$ cat src/rtl/vga_timing_gen.sv
// vga_timing_gen: VGA raster timing source.
// Walks a horizontal/vertical pixel counter pair across the whole raster
// (visible area plus porches and sync) and registers the sync, blanking
// and coordinate outputs one cycle behind the counters. Defaults give
// 640x480@60 from a 25 MHz pixel clock.
module vga_timing_gen #(
    parameter int H_PIXELS = 640,
    parameter int H_FP     = 16,
    parameter int H_PULSE  = 96,
    parameter int H_BP     = 48,
    parameter int H_POL    = 0,
    parameter int V_PIXELS = 480,
    parameter int V_FP     = 10,
    parameter int V_PULSE  = 2,
    parameter int V_BP     = 33,
    parameter int V_POL    = 0
) (
    input  logic        clk,
    input  logic        reset,
    input  logic        pix_en,
    output logic        h_sync,
    output logic        v_sync,
    output logic        disp_ena,
    output logic [31:0] column,
    output logic [31:0] row,
    output logic        n_blank,
    output logic        n_sync,
    output logic        frame_start
);

    localparam int H_PERIOD = H_PIXELS + H_FP + H_PULSE + H_BP;
    localparam int V_PERIOD = V_PIXELS + V_FP + V_PULSE + V_BP;

    // Full-width 12-bit boundaries so every compare is unsigned and exact.
    localparam logic [11:0] H_VIS        = 12'(H_PIXELS);
    localparam logic [11:0] H_SYNC_START = 12'(H_PIXELS + H_FP);
    localparam logic [11:0] H_SYNC_END   = 12'(H_PIXELS + H_FP + H_PULSE);
    localparam logic [11:0] H_LAST       = 12'(H_PERIOD - 1);

    localparam logic [11:0] V_VIS        = 12'(V_PIXELS);
    localparam logic [11:0] V_SYNC_START = 12'(V_PIXELS + V_FP);
    localparam logic [11:0] V_SYNC_END   = 12'(V_PIXELS + V_FP + V_PULSE);
    localparam logic [11:0] V_LAST       = 12'(V_PERIOD - 1);

    // Active sync levels; the idle level is simply the inverse.
    localparam logic H_ACT = (H_POL != 0);
    localparam logic V_ACT = (V_POL != 0);

    logic [11:0] h_cnt;
    logic [11:0] v_cnt;
    logic        h_wrap;
    logic        v_wrap;
    logic        h_in_sync;
    logic        v_in_sync;
    logic        h_visible;
    logic        v_visible;

    assign h_wrap    = (h_cnt == H_LAST);
    assign v_wrap    = (v_cnt == V_LAST);
    assign h_in_sync = (h_cnt >= H_SYNC_START) && (h_cnt < H_SYNC_END);
    assign v_in_sync = (v_cnt >= V_SYNC_START) && (v_cnt < V_SYNC_END);
    assign h_visible = (h_cnt < H_VIS);
    assign v_visible = (v_cnt < V_VIS);

    // The DAC blank pin follows display enable; sync-on-green is unused.
    assign n_blank = disp_ena;
    assign n_sync  = 1'b0;

    // Raster position counters; the line counter only steps when a line wraps.
    always_ff @(posedge clk) begin
        if (reset) begin
            h_cnt <= '0;
            v_cnt <= '0;
        end else if (pix_en) begin
            if (h_wrap) begin
                h_cnt <= '0;
                if (v_wrap) begin
                    v_cnt <= '0;
                end else begin
                    v_cnt <= v_cnt + 12'd1;
                end
            end else begin
                h_cnt <= h_cnt + 12'd1;
            end
        end
    end

    // Outputs decoded from the pre-increment position, held while pix_en is low.
    always_ff @(posedge clk) begin
        if (reset) begin
            h_sync      <= ~H_ACT;
            v_sync      <= ~V_ACT;
            disp_ena    <= 1'b0;
            column      <= '0;
            row         <= '0;
            frame_start <= 1'b0;
        end else if (pix_en) begin
            h_sync      <= h_in_sync ? H_ACT : ~H_ACT;
            v_sync      <= v_in_sync ? V_ACT : ~V_ACT;
            disp_ena    <= h_visible && v_visible;
            if (h_visible) begin
                column <= {20'd0, h_cnt};
            end
            if (v_visible) begin
                row <= {20'd0, v_cnt};
            end
            frame_start <= (h_cnt == 12'd0) && (v_cnt == 12'd0);
        end else begin
            frame_start <= 1'b0;
        end
    end

endmodule

$ cat config.mk
export PLATFORM = sky130hd
export DESIGN_NAME = vga_timing_gen
export DESIGN_NICKNAME = d
export VERILOG_FILES = /design/src/rtl/vga_timing_gen.sv
export SDC_FILE = /design/constraint.sdc
export NUM_CORES = 1
export LEC_CHECK = 0
export CAP_MARGIN = 0
export CORE_ASPECT_RATIO = 0.8
export CORE_UTILIZATION = 48
export DETAILED_ROUTE_END_ITERATION = 10
export PLACE_DENSITY = 0.8
export SYNTH_ARGS = -nofsm -noshare
export SYNTH_HDL_FRONTEND = slang
export SYNTH_SLANG_ARGS = --single-unit
export TNS_END_PERCENT = 1
$ cat constraint.sdc
create_clock -name clk -period 3.5 [get_ports clk]
set_clock_uncertainty 0.15 [all_clocks]
set_input_delay 0.525 -clock clk [delete_from_list [all_inputs] [get_ports clk]]
set_output_delay 0.525 -clock clk [all_outputs]
set_load 0.01 [all_outputs]
==> flow_summary.json, run 1 <==
{
  "status": "finished with violations",
  "violations": "DRC",
  "path_class": "input pin to register",
  "switchingPower_w": 0.000245,
  "drt-initial-drc-count": 118,
  "hold_depth": 2,
  "cts_tree": "built",
  "synthFlopType": "dfxtp_1",
  "fmax_ghz": 0.349,
  "cp_max_fo": 24,
  "multiInputGateArea_mm2": 0.00127,
  "r2r-end": "v_cnt[5]$_SDFFE_PP0P_",
  "final_hold_viol_count": 0,
  "htreeDepth": 2,
  "swShare": 0.219,
  "hold_start": "column[5]$_SDFFE_PP0P_",
  "required_ns": 3.55,
  "dp_slack_ns": 0.336,
  "p_comb_frac": 0.066,
  "ys_ff_latch": 52,
  "post_cts_buffers": 0,
  "path_cells": "clkdlybuf4s50_1, nand4_1, or4_1, o21bai_2, o21ba_2",
  "fill_cells": 455,
  "start_util": 0.505,
  "intPower_w": 0.000873,
  "ys_types": 41,
  "vias": 2009,
  "hold_path_class": "register to register",
  "track_usage": 0.182,
  "root_buffer": "clkbuf_8",
  "antenna_cells": 0,
  "cpMaxStageDelayCell": "or4_1",
  "cts_resized": 0,
  "avgSynthCellArea_um2": 8.51,
  "viasPerCell": 5.20,
  "peakVddDrop_mv": 0.165,
  "cpPeakStageDelay_ns": 0.92,
  "min_period_over_period": 0.820,
  "die_x_um": 83.8,
  "setup_violations": 0,
  "final_max_slew_viol_count": 0,
  "fin_setup_tns_ns": 0,
  "grt_pass1_wl_um": 8160,
  "cts_sinks": 52,
  "pwr-share-seq": 0.539,
  "crit_buf_inv": 1,
  "setup_slack_ns": 0.631,
  "dp.cells": 378,
  "numCtsBuffers": 5,
  "r2r_cells": 5,
  "clk_path_buf_depth": 2,
  "power_density_mw_per_mm2": 391,
  "place.gp.congestion": 0.867,
  "worstPathArrival_ns": 2.92,
  "synth_edf_count": 0,
  "r2r_start": "h_cnt[0]$_SDFFE_PP0P_",
  "wire_per_inst_um": 12.6,
  "grt_antenna_before_repair": 0,
  "synth_area_mm2": 0.00257,
  "ys_top_cells_by_area": "dfxtp_1, buf_4, nor2_1, mux2i_1, a21oi_1",
  "drc": 15,
  "grt-ovfl-total": 0,
  "hold-worst-slack_ns": 0.308,
  "stdcell_count": 386,
  "cp-end-kind": "register",
  "num_rows": 23,
  "finalCriticalPeriod_ns": 2.87,
  "io_buffers": 31,
  "ys_warn_count": 0,
  "nets": 331,
  "async_flop_share": 0,
  "clk-insertion-delay-late_ns": 0.30,
  "seqCellArea_mm2": 0.00104,
  "p_clk_frac": 0.395,
  "clk_pin_slew_worst_paths_ns": 0.09,
  "grt_max_degree": 28,
  "crit_family": "simple AND/OR/NAND/NOR gates",
  "synth_top_area_share": 0.405,
  "yosys.area.top_type": "dfxtp_1",
  "ios": 73,
  "yosysSeqAreaShare": 0.405,
  "grt_pass1_vias": 1737,
  "r2r_slack_ns": 0.69,
  "rsz0062_at_grt": "no",
  "firstDrtPassIters": 7,
  "dp_hpwl_um": 3420,
  "drive_gt1_frac": 0.0432,
  "die-area_mm2": 0.00565,
  "wl_um": 4850,
  "tightestPinTransition_ns": 0.687,
  "ant_nets": 0,
  "maxCapViolations": 0,
  "area_growth_pct": 11.3,
  "die_h_um": 67.4,
  "hold_end": "column[5]$_SDFFE_PP0P_",
  "slew_headroom": 0.542,
  "cp-start-kind": "input pin",
  "leakage_nw": 1.10,
  "holdBufCountCts": 0,
  "syn_inst": 302,
  "core_mm2": 0.00509
}
==> power by group through the flow <==
| stage | logic (W) | clock network (W) | registers (W) |
|---|---|---|---|
| floorplan | 0.0000856 | 0 | 0.000618 |
| detailed placement | 0.0000728 | 0 | 0.000617 |
| global route | 0.0000834 | 0.000475 | 0.000604 |
| CTS | 0.0000732 | 0.000448 | 0.000603 |
| global placement | 0.0000716 | 0 | 0.000616 |
| finish | 0.0000739 | 0.000442 | 0.000603 |
==> tightest hold or removal path: stages (launching register included) <==
cell	delay [ns]
dfxtp_1	0.32
nand2_1	0.05
a21oi_1	0.05
==> state kept, by name (all words and copies together) (netlist names) <==
name	count
column	12
disp_ena	1
frame_start	1
h_cnt	12
h_sync	1
row	12
v_cnt	12
v_sync	1
==> per-stage QoR <==
step                cell area [µm²]  total power, W   util
floorplan                      2720        0.000703      -
global placement               2730        0.000688  0.537
detailed placement             2730        0.000689  0.537
CTS                            2860         0.00112  0.562
global route                   2860         0.00116  0.562
finish                         2860         0.00112  0.562
==> routing by layer <==
| layer | wire length, µm | share of wire | global-route usage |
|---|---|---|---|
| met1 | 2340 | 0.48 | 0.244 |
| met2 | 2180 | 0.45 | 0.291 |
| met3 | 245 | 0.051 | 0.0367 |
| met4 | 77 | 0.016 | 0.0733 |
| met5 | 0 | 0 | 0 |
==> worst max-delay path by stage <==
stage          cells past startpoint  slack (ns)                  start                      to
2_1_floorplan                      7        1.06  h_cnt[5]$_SDFFE_PP0P_   v_cnt[5]$_SDFFE_PP0P_
3_3_place_gp                       5        0.42                 pix_en   v_cnt[5]$_SDFFE_PP0P_
3_5_place_dp                       5        0.34                 pix_en   v_cnt[5]$_SDFFE_PP0P_
4_1_cts                            5        0.65                 pix_en   v_cnt[5]$_SDFFE_PP0P_
5_1_grt                            5        0.53  h_cnt[0]$_SDFFE_PP0P_  v_cnt[10]$_SDFFE_PP0P_
6_report                           5        0.63                 pix_en   v_cnt[5]$_SDFFE_PP0P_
==> synthesized netlist by cell type, drive strengths merged, types with 2 or more instances <==
cell	instances
nor2	32
ha	5
buf	47
clkbuf	12
xor2	6
and3b	3
a21oi	19
mux2i	10
xnor2	5
o31ai	4
dfxtp	52
inv	6
nand3	12
nor3	6
or3	6
o21bai	2
and4	5
nand2	24
nor3b	3
or4	6
and3	2
nand2b	3
nand4	10
o21ai	6
nor4	5
==> placed cells by master (no fill, tap or decap), drive strengths merged, types with 4 or more instances in the layout <==
cell	instances
dfxtp	52
conb	41
nor2	32
clkdlybuf4s50	31
nand2	24
a21oi	19
nand3	12
nand4	10
mux2i	10
clkbuf	7
inv	6
nor3	6
xor2	6
o21ai	6
or3	6
or4	6
and4	5
xnor2	5
nor4	5
ha	5
o31ai	4
==> cells by family after synthesis <==
| kind of cell | Yosys count | share of synthesized area |
|---|---|---|
| other cells | 1 | 0.00146 |
| buf+inv | 65 | 0.160 |
| flops | 52 | 0.405 |
| simple gates | 123 | 0.252 |
| fa+ha+maj | 5 | 0.0243 |
| mux | 10 | 0.0389 |
| xor+xnor | 11 | 0.0375 |
| compound gates | 35 | 0.0803 |
==> area by class of cell <==
type                            instances  area share
Clock inverter                          1      0.0105
Sequential cell                        52       0.364
Timing Repair Buffer                   33       0.114
Multi-Input combinational cell        225       0.443
Tap cell                               62      0.0271
Clock buffer                            7      0.0337
Inverter                                6     0.00787
Power figures use the tool's default switching activity.
==> run 2: changes to the inputs <==
--- a/config.mk
+++ b/config.mk
@@ -7,9 +7,9 @@
 export LEC_CHECK = 0
 export CAP_MARGIN = 0
 export CORE_ASPECT_RATIO = 0.8
-export CORE_UTILIZATION = 48
+export CORE_UTILIZATION = 43
 export DETAILED_ROUTE_END_ITERATION = 10
-export PLACE_DENSITY = 0.8
+export PLACE_DENSITY = 0.76
 export SYNTH_ARGS = -nofsm -noshare
 export SYNTH_HDL_FRONTEND = slang
 export SYNTH_SLANG_ARGS = --single-unit
==> constraint.sdc (replaced) <==
create_clock -name clk -period 2.35 [get_ports clk]
set_clock_uncertainty 0.15 [all_clocks]
set_input_delay 0.3525 -clock clk [delete_from_list [all_inputs] [get_ports clk]]
set_output_delay 0.3525 -clock clk [all_outputs]
set_load 0.01 [all_outputs]
==> flow_summary.json, run 2 (same netlist as run 1, synthesis figures left out) <==
{
  "path_class": "register to register",
  "drc": 0,
  "final_hold_viol_count": 0,
  "intPower_w": 0.00129,
  "fin_setup_tns_ns": 0,
  "cpPeakStageDelay_ns": 0.55,
  "vias": 2145,
  "core_mm2": 0.00562,
  "cp_max_fo": 13,
  "dp_hpwl_um": 3950,
  "root_buffer": "clkbuf_8",
  "die_h_um": 71.1,
  "start_util": 0.458,
  "crit_family": "simple AND/OR/NAND/NOR gates",
  "finalCriticalPeriod_ns": 2.25,
  "hold_path_class": "register to register",
  "setup_violations": 0,
  "crit_path_frequent_cell": "or4_4",
  "rsz0062_at_grt": "no",
  "leakage_nw": 1.21,
  "final_common_cell": "dfxtp_1",
  "mostFrequentLayoutCells": "dfxtp_1, conb_1, nor2_1",
  "grt_pass1_vias": 1905,
  "ios": 73,
  "clk-insertion-delay-late_ns": 0.32,
  "wl_um": 5270,
  "multiInputGateArea_mm2": 0.00128,
  "firstDrtPassIters": 4,
  "place.gp.congestion": 0.839,
  "grt_antenna_before_repair": 0,
  "wire_per_inst_um": 12.5,
  "worstPathArrival_ns": 2.35,
  "grt_max_degree": 20,
  "peakVddDrop_mv": 0.231,
  "seqCellArea_mm2": 0.00104,
  "p_clk_frac": 0.388,
  "area_growth_pct": 18.9,
  "final_max_slew_viol_count": 0,
  "cts_tree": "built",
  "post_cts_buffers": 0,
  "cpMaxStageDelayCell": "or4_4",
  "drive_gt1_frac": 0.104,
  "grt-ovfl-total": 0,
  "num_rows": 24,
  "fill_cells": 537,
  "numCtsBuffers": 5,
  "postLayoutCellArea_mm2": 0.00306,
  "required_ns": 2.45,
  "fmax_ghz": 0.444,
  "die-area_mm2": 0.00629,
  "cp-start-kind": "register",
  "io_buffers": 31,
  "clk_pin_slew_worst_paths_ns": 0.09,
  "htreeDepth": 2,
  "place_area_mm2": 0.00293,
  "track_usage": 0.180,
  "drt-initial-drc-count": 170,
  "pwr-share-seq": 0.535,
  "ant_nets": 0,
  "hold-worst-slack_ns": 0.309,
  "power_density_mw_per_mm2": 547,
  "min_period_over_period": 0.959,
  "cp-end-kind": "register",
  "clk_path_buf_depth": 2,
  "dp.cells": 415,
  "grt_pass1_wl_um": 8730,
  "swShare": 0.231,
  "p_comb_frac": 0.077,
  "status": "complete, no violations",
  "switchingPower_w": 0.000387,
  "crit_buf_inv": 1,
  "maxCapViolations": 0,
  "antenna_cells": 0,
  "cts_sinks": 52,
  "nets": 352,
  "viasPerCell": 5.07,
  "stdcell_count": 423,
  "die_x_um": 88.4,
  "path_cells": "or4_4, or4_4, buf_4, or3_1, a21oi_1"
}
==> run 2: cell types whose count changed in the layout (fill, tap and decap cells not counted) <==
cell,delta
buf_12,+1
buf_4,+20
clkbuf_8,-1
clkinv_4,+1
o21bai_2,-1
o21bai_4,+1
or4_1,-1
or4_4,+1
==> run 2: what timing repair did <==
item / in CTS / in global routing
setup endpoints to repair: 9 / 6
resized for setup: 1 / 0
hold buffers: 0 / 0
pin swaps: 0 / 1
==> run 2: area by class of cell <==
class                   count  area share
multi-input cells         225       0.418
flip-flops and latches     52       0.341
repair buffers             54       0.162
well taps                  78      0.0319
clock buffers               6      0.0270
clock inverters             2      0.0127
inverters                   6     0.00737
==> run 2: path summary, 6_finish.rpt <==
kind / start / end / slack (ns) / cells after the start
worst max-delay path: h_cnt[5]$_SDFFE_PP0P_ / v_cnt[4]$_SDFFE_PP0P_ / 0.1 / 5
worst min-delay path: column[6]$_SDFFE_PP0P_ / column[6]$_SDFFE_PP0P_ / 0.31 / 2
worst max register to register: h_cnt[5]$_SDFFE_PP0P_ / v_cnt[4]$_SDFFE_PP0P_ / 0.1 / 5
worst min register to register: column[6]$_SDFFE_PP0P_ / column[6]$_SDFFE_PP0P_ / 0.31 / 2
==> run 2: power groups by stage <==
stage | clock network [W] | logic [W] | registers, W
2_1_floorplan | 0 | 0.000128 | 0.000920
3_3_place_gp | 0 | 0.000125 | 0.000915
3_5_place_dp | 0 | 0.000127 | 0.000915
4_1_cts | 0.000659 | 0.000127 | 0.000895
5_1_grt | 0.000698 | 0.000143 | 0.000896
6_report | 0.000650 | 0.000128 | 0.000895
==> run 2: per-layer routing <==
layer	vias up	part of all wire	GRT usage
met4	0	0.012	0.0538
met2	91	0.46	0.281
met1	1013	0.46	0.244
li1	1036	-	-
met5	-	0	0
met3	5	0.072	0.0455
==> run 2: metrics by stage <==
step                total power [W]   util  setup slack (ns)
detailed placement          0.00104  0.522            -0.185
global placement            0.00104  0.522            -0.148
floorplan                   0.00105      -           -0.0136
finish                      0.00167  0.544            0.0954
CTS                         0.00168  0.544            0.0254
global route                0.00174  0.544            0.0382
==> run 2: worst min-delay path, cell delays in order (launching register included) <==
cell     delay (ns)
dfxtp_1        0.32
nand2_1        0.05
a21oi_1        0.05
==> run 3: changes to the inputs <==
--- a/config.mk
+++ b/config.mk
@@ -7,9 +7,10 @@
 export LEC_CHECK = 0
 export CAP_MARGIN = 0
 export CORE_ASPECT_RATIO = 0.8
-export CORE_UTILIZATION = 43
+export CORE_UTILIZATION = 45
+export CTS_BUF_LIST = sky130_fd_sc_hd__clkbuf_2 sky130_fd_sc_hd__clkbuf_4 sky130_fd_sc_hd__clkbuf_8
 export DETAILED_ROUTE_END_ITERATION = 10
-export PLACE_DENSITY = 0.76
+export PLACE_DENSITY = 0.79
 export SYNTH_ARGS = -nofsm -noshare
 export SYNTH_HDL_FRONTEND = slang
 export SYNTH_SLANG_ARGS = --single-unit
==> flow_summary.json, run 3 (same netlist as run 1, synthesis figures left out) <==
{
  "swShare": 0.232,
  "drt-initial-drc-count": 218,
  "required_ns": 2.44,
  "fmax_ghz": 0.436,
  "num_rows": 24,
  "cp-start-kind": "register",
  "r2r_start": "h_cnt[5]$_SDFFE_PP0P_",
  "top_layer": "met4",
  "area_growth_pct": 19.0,
  "path_class": "register to register",
  "nets": 356,
  "wl_um": 5250,
  "core_mm2": 0.00547,
  "clk-insertion-delay-late_ns": 0.30,
  "drive_gt1_frac": 0.120,
  "cts_tree": "built",
  "pwr-share-seq": 0.573,
  "die-area_mm2": 0.00602,
  "mostFrequentLayoutCells": "dfxtp_1, conb_1, nor2_1",
  "cpPeakStageDelay_ns": 0.54,
  "p_clk_frac": 0.347,
  "grt_antenna_before_repair": 0,
  "clk_pin_slew_worst_paths_ns": 0.09,
  "dp_hpwl_um": 3830,
  "final_hold_viol_count": 0,
  "vias": 2136,
  "root_buffer": "clkbuf_8",
  "route.met3.wl_um": 331,
  "grt_pass1_wl_um": 8670,
  "peakVddDrop_mv": 0.175,
  "hold-worst-slack_ns": 0.306,
  "cp-end-kind": "register",
  "grt_pass1_vias": 1889,
  "intPower_w": 0.00120,
  "hold_start": "column[2]$_SDFFE_PP0P_",
  "final_max_slew_viol_count": 0,
  "cts_sinks": 52,
  "holdBufCountCts": 0,
  "die_h_um": 69.6,
  "crit_buf_inv": 1,
  "cpMaxStageDelayCell": "or4_4",
  "setup_violations": 0,
  "switchingPower_w": 0.000362,
  "firstDrtPassIters": 5,
  "final_common_cell": "dfxtp_1",
  "maxCapViolations": 0,
  "leakage_nw": 1.22,
  "route.met2.wl_um": 2320,
  "io_buffers": 31,
  "antenna_cells": 0,
  "start_util": 0.470,
  "rsz0062_at_grt": "no",
  "cp_max_fo": 10,
  "crit_family": "simple AND/OR/NAND/NOR gates",
  "worstPathArrival_ns": 2.38,
  "track_usage": 0.183,
  "final_util": 0.560,
  "min_period_over_period": 0.976,
  "grt-ovfl-total": 0,
  "seqCellArea_mm2": 0.00104,
  "viasPerCell": 5.00,
  "fill_cells": 518,
  "crit_path_frequent_cell": "or4_4",
  "place.gp.congestion": 0.885,
  "cp-startpoint": "h_cnt[5]$_SDFFE_PP0P_",
  "hold_path_class": "register to register",
  "status": "complete, no violations",
  "numCtsBuffers": 5,
  "ant_nets": 0,
  "wire_per_inst_um": 12.3,
  "grt_max_degree": 34,
  "power_density_mw_per_mm2": 510,
  "die_x_um": 86.5,
  "htreeDepth": 2,
  "m1WireLength_um": 2500,
  "p_comb_frac": 0.080,
  "clk_path_buf_depth": 2,
  "finalCriticalPeriod_ns": 2.29,
  "drc": 0,
  "ios": 73,
  "fin_setup_tns_ns": 0,
  "path_cells": "or4_4, or4_4, buf_4, or3_4, a21oi_2",
  "multiInputGateArea_mm2": 0.00129
}
-- run 3: cell count changes in the layout (fill, tap and decap cells not counted), sizes merged --
cell | before | now
buf | 23 | 27
clkbuf | 6 | 8
bufinv | 1 | 0
clkinv | 1 | 0
-- run 3: path summary, 6_finish.rpt --
path	endpoint	slack (ns)	cells after the start
setup reg to reg	v_cnt[3]$_SDFFE_PP0P_	0.06	5
setup / recovery	v_cnt[3]$_SDFFE_PP0P_	0.06	5
hold reg to reg	column[2]$_SDFFE_PP0P_	0.31	2
hold / removal	column[2]$_SDFFE_PP0P_	0.31	2
-- run 3: timing repair --
action / CTS / global route
setup buffers: 2 / 0
pin swaps: 2 / 1
gates resized for setup: 3 / 2
setup endpoints to repair: 6 / 2
-- run 3: cell type report --
| class | instances | area share |
|---|---|---|
| Timing Repair Buffer | 58 | 0.168 |
| Sequential cell | 52 | 0.340 |
| Tap cell | 78 | 0.0319 |
| Inverter | 6 | 0.00736 |
| Multi-Input combinational cell | 225 | 0.421 |
| Clock buffer | 8 | 0.0319 |
-- run 3: metal layers --
metal	global-route usage	up-vias
met2	0.257	100
met3	0.0333	10
met5	0	-
met4	0.0759	0
li1	-	1041
met1	0.272	985
-- run 3: stage by stage --
| stage | setup slack [ns] | cell area (µm²) | power, W | instances |
|---|---|---|---|---|
| finish | 0.0560 | 3060 | 0.00156 | 427 |
| global route | 0.00701 | 3060 | 0.00162 | 427 |
| CTS | 0.0446 | 3070 | 0.00157 | 428 |
| detailed placement | -0.191 | 2940 | 0.00104 | 418 |
| global placement | -0.156 | 2940 | 0.00104 | 418 |
| floorplan | -0.0136 | 2730 | 0.00105 | 342 |
-- run 3: worst min-delay path, stage by stage, from the launching register on --
cell and delay [ns]:
dfxtp_1 0.32, nand2_1 0.05, a21oi_1 0.05
-- run 3: power by group through the flow --
stage | Clock (W) | Sequential [W] | Combinational [W]
after floorplan | 0 | 0.000920 | 0.000128
after global placement | 0 | 0.000915 | 0.000121
after detailed placement | 0 | 0.000915 | 0.000123
after CTS | 0.000549 | 0.000895 | 0.000123
after global routing | 0.000583 | 0.000896 | 0.000138
final | 0.000542 | 0.000894 | 0.000124
